`config.mk`:
```
export PLATFORM = sky130hd
export DESIGN_NAME = mem_stage_ctrl
export DESIGN_NICKNAME = d
export VERILOG_FILES = /design/src/rtl/mem_stage_ctrl.sv
export SDC_FILE = /design/constraint.sdc
export NUM_CORES = 1
export LEC_CHECK = 0
export BUFFER_PORTS_ARGS = -buffer_cell sky130_fd_sc_hd__buf_2
export CORE_AREA = 4 4 75 77
export DETAILED_ROUTE_END_ITERATION = 10
export DIE_AREA = 0 0 79 81
export GPL_TIMING_DRIVEN = 1
export PLACE_DENSITY = 0.82
export SLEW_MARGIN = 15
export SYNTH_ARGS = -nofsm -noshare
export SYNTH_HDL_FRONTEND = slang
export SYNTH_SLANG_ARGS = --single-unit
```
`constraint.sdc`:
```
create_clock -name clk -period 4.8 [get_ports clk]
set_input_delay 0 -clock clk [delete_from_list [all_inputs] [get_ports clk]]
set_output_delay 0 -clock clk [all_outputs]
set_load 0.005 [all_outputs]
```
`src/rtl/mem_stage_ctrl.sv`:
```
// Memory-stage controller: one request per load/store, stalls the pipe
// until the data memory completes, sequences the dump/halt.
module mem_stage_ctrl #(
  parameter int DATA_W = 16
) (
  input  logic              clk,
  input  logic              rst,
  input  logic              createdump_is,
  input  logic              write_mem_is,
  input  logic              read_mem_is,
  input  logic              mem_to_reg_is,
  input  logic              reg_w_en_is,
  input  logic [DATA_W-1:0] data_2_is,
  input  logic [DATA_W-1:0] ALU_out_is,
  output logic              mem_en,
  output logic              mem_wr,
  output logic [DATA_W-1:0] mem_addr,
  output logic [DATA_W-1:0] mem_wdata,
  output logic              mem_dump,
  input  logic [DATA_W-1:0] mem_rdata,
  input  logic              mem_done,
  input  logic              mem_busy,
  output logic              stall,
  output logic [DATA_W-1:0] mem_data_os,
  output logic [DATA_W-1:0] ALU_out_os,
  output logic              mem_to_reg_os,
  output logic              reg_w_en_os,
  output logic              halted,
  output logic [15:0]       stall_cnt
);

  typedef enum logic [1:0] {
    IDLE,
    BUSY,
    HALT
  } state_t;

  state_t            state_q;
  state_t            state_d;
  logic [DATA_W-1:0] rd_q;
  logic [15:0]       stall_cnt_q;
  logic              dump_pend_q;
  logic              dump_pend_d;
  logic              op;
  logic              is_rd;
  logic              done_now;

  assign op    = read_mem_is | write_mem_is;
  // both strobes set means a store, so nothing is captured
  assign is_rd = read_mem_is & ~write_mem_is;

  always_comb begin
    state_d     = state_q;
    dump_pend_d = dump_pend_q;
    mem_en      = 1'b0;
    mem_dump    = 1'b0;
    stall       = 1'b0;
    done_now    = 1'b0;
    if (!rst) begin
      unique case (state_q)
        IDLE: begin
          if (dump_pend_q || (createdump_is && !op)) begin
            mem_dump    = 1'b1;
            dump_pend_d = 1'b0;
            state_d     = HALT;
          end else if (op) begin
            mem_en = 1'b1;
            if (mem_busy) begin
              stall = 1'b1;
            end else if (mem_done) begin
              done_now    = 1'b1;
              dump_pend_d = createdump_is;
            end else begin
              stall   = 1'b1;
              state_d = BUSY;
            end
          end
        end
        BUSY: begin
          if (mem_done) begin
            done_now    = 1'b1;
            dump_pend_d = createdump_is;
            state_d     = IDLE;
          end else begin
            stall = 1'b1;
          end
        end
        HALT: stall = 1'b1;
        default: state_d = IDLE;
      endcase
    end
  end

  always_ff @(posedge clk) begin
    if (rst) begin
      state_q     <= IDLE;
      rd_q        <= '0;
      stall_cnt_q <= '0;
      dump_pend_q <= 1'b0;
    end else begin
      state_q     <= state_d;
      dump_pend_q <= dump_pend_d;
      if (done_now && is_rd)
        rd_q <= mem_rdata;
      if (stall && state_q != HALT &&
          stall_cnt_q != 16'hFFFF)
        stall_cnt_q <= stall_cnt_q + 16'd1;
    end
  end

  assign mem_wr        = write_mem_is;
  assign mem_addr      = ALU_out_is;
  assign mem_wdata     = data_2_is;
  assign mem_data_os   = done_now ? mem_rdata : rd_q;
  assign ALU_out_os    = ALU_out_is;
  assign mem_to_reg_os = mem_to_reg_is;
  assign reg_w_en_os   = reg_w_en_is & ~stall & ~rst;
  assign halted        = (state_q == HALT);
  assign stall_cnt     = stall_cnt_q;

endmodule

```
==> run metrics <==
hold_ws 0.000001982 ns; Total GRT Usage 0.1442; H-tree levels 2; Hold Crit Class in2out; sequential cell area fraction in the yosys report 0.3155; initial antenna violation count 0; Final Hold Fails 0; Nets 327; PnR Total Power 612.6 uW; actual slew at the worst max-slew pin 0.9259 ns; Syn Area/Cell 9.139 um^2; RR Startpoint dump_pend_q$_SDFFE_PP0P_; worst r2r dst rd_q[15]$_SDFFE_PP0P_; worst-path maximum fanout 16; fin crit period 2.070 ns; placed cell areas 2182 um^2; Placed Cells 316; Vias 1731; Slew HR 0.3807; Post-synth ARST share 0; synthesis-stage register bit count 35; dominant cells by area after synthesis dfxtp_1 32%, buf_4 17%, mux2i_1 8.1%; fin area 2430 um^2; DRT antenna net count 0; Buffers on Ports 61; worst hold endpoint mem_wdata[9]; vias in the first global route 1685; antenna cells 0; grt met2 use 0.2786; vias per cell 5.106; total gr overflow 0; largest net degree at the start of global routing 41; RSZ-0062 raised after global routing false; final setup vio count 0; Most Used Layer, Global Route met2; largest area contributor in the netlist dfxtp_1; synth warn 0; insertion delay of the later-clocked pin in the worst-skew pair 0.28 ns; gpl congestion 0.8121; DRC errors left 0; Root Driver clkbuf_8; GR met1 Demand/Resource 0.1438; status completed; top achievable clock speed 0.4831 GHz; Final period util 0.4312; GR met3 Demand/Resource 0.04324; Syn Nets 301; post-synthesis to final-layout area growth 9.408%; Post-synth EDFFs 0; starting density of the core 0.4433; max-cap violation count 0; Clock transition at path regs 0.07 ns; hold_sp data_2_is[9]; Worst R2R Path Depth 5; CP arrival 2.07 ns; Setup Fix Bufs, Post-CTS 0; P_leak 0.001022 uW; worst vdd ir 0.1307 mV; Final HPWL DP 3187 um; first-pass GRT wire length 7417 um; power per cell area 252.1 nW/um^2; CTS Sinks 35; worst hold path depth 0; Clock Skew 0.004555 ns; Avg WL per Cell 13.55 um; CTS tree yes; Slew Limit Fails 0; area of the multi-input gates 1074 um^2; # IOs 144; non-filler cells, final 339; post-synth cell types 42; Setup TNS Final 0 ns; die width 79 um; Cell Area, Synth 2221 um^2; Synth Flop Type dfxtp_1; endpoint type of the worst setup path primary output; fillers 502; Post-Route WL 4594 um; Worst Path Required 4.80 ns; reg2reg setup slack 2.81 ns; crit path kind reg2out; Core Box Area 5010 um^2; area fraction of the dominant cell type after synthesis 0.3155; Register Area 700.7 um^2; maximum clock path buffer count 2; Syn Inst Count 243; DRT iter0 DRCs 66; Placement Rows 26; TritonCTS buffer count 5; Die Footprint 6399 um^2; DRT Pass-1 Iters 6; Startpoint Class flop; share of cells above drive strength 1 0.3494; die height 81 um
==> metrics by stage <==
step	setup slack, ns	utilization
2_1_floorplan	3.101	-
3_3_place_gp	2.871	0.4356
3_5_place_dp	2.776	0.4356
4_1_cts	2.713	0.4850
5_1_grt	2.645	0.4850
6_report	2.730	0.4850
==> kinds of logic after synthesis <==
group                      Yosys count  share of synthesized area
and+or+nand+nor                     71                     0.1797
buffers and inverters               62                     0.2011
muxes                               35                     0.1673
DFF                                 35                     0.3155
AOI/OAI and AO/OA                   34                     0.1110
xor gates and xnor gates             5                    0.01972
adders and majority gates            1                   0.005633
==> state kept, by name (all words and copies together), names as in the netlist <==
signal       count
dump_pend_q      1
rd_q            16
stall_cnt       16
state_q          2
==> worst max-delay path by stage <==
stage,slack [ns],depth (start not counted),endpoint,startpoint
detailed placement,2.78,5,rd_q[15]$_SDFFE_PP0P_,dump_pend_q$_SDFFE_PP0P_
CTS,2.71,5,mem_data_os[11],dump_pend_q$_SDFFE_PP0P_
global placement,2.87,5,rd_q[14]$_SDFFE_PP0P_,dump_pend_q$_SDFFE_PP0P_
floorplan,3.10,6,stall_cnt[11]$_SDFFE_PP0P_,stall_cnt[0]$_SDFFE_PP0P_
finish,2.73,5,mem_data_os[10],dump_pend_q$_SDFFE_PP0P_
global route,2.65,4,rd_q[8]$_SDFFE_PP0P_,state_q[0]$_SDFFE_PP0P_
==> synthesized netlist by cell type, drive strengths merged, types with 2 or more instances <==
cell type / count
o21ai: 3
a21oi: 14
or3: 3
a211oi: 6
nor3: 2
o22ai: 2
mux2: 17
buf: 54
and3: 2
or4: 4
clkbuf: 4
o31ai: 4
xnor2: 5
nand4: 5
mux2i: 18
nor2: 31
inv: 4
nand3: 9
dfxtp: 35
nor4: 2
nand2: 6
==> worst max-delay path, cell delays in order, from the launching register on <==
cell	delay, ns
dfxtp_1	0.38
o21ba_4	0.19
a21oi_1	0.35
nand3b_4	0.36
mux2_2	0.38
buf_2	0.13
==> repair_timing <==
item,4_1_cts,5_1_grt
endpoints found under the hold margin,16,0
resized for setup,0,0
hold buffers,16,0
==> per-layer routing <==
layer,part of all wire,up-vias,routed length [um]
met1,0.37,801,1700
li1,-,858,-
met5,0,-,0
met2,0.54,62,2471
met3,0.080,10,369
met4,0.011,0,52
==> layout make-up <==
class / instances / share of cell area
Sequential cell: 35 / 0.2884
Multi-Input combinational cell: 146 / 0.4418
Timing Repair Buffer: 77 / 0.1916
Tap cell: 70 / 0.03605
Clock inverter: 1 / 0.002060
Inverter: 4 / 0.006179
Clock buffer: 6 / 0.03399
==> where the power goes <==
group          total [uW]  internal, uW  switching [uW]
registers             304           296            8.27
clock network         213           113             100
logic                95.6          49.3            46.2
==> cells in the final DEF (no fill, tap or decap), drive strengths merged, types with 2 or more instances in the layout <==
cell          n
or3           3
a211oi        6
and3          2
dfxtp        35
or4           4
clkbuf        6
nand4         5
a21oi        14
nand2         6
mux2         17
mux2i        18
o21ai         3
buf          61
nor3          2
inv           4
o22ai         2
nor2         31
nor4          2
nand3         9
o31ai         4
xnor2         5
dlygate4sd3  16
Note: power is estimated with default switching activity, not from simulation.
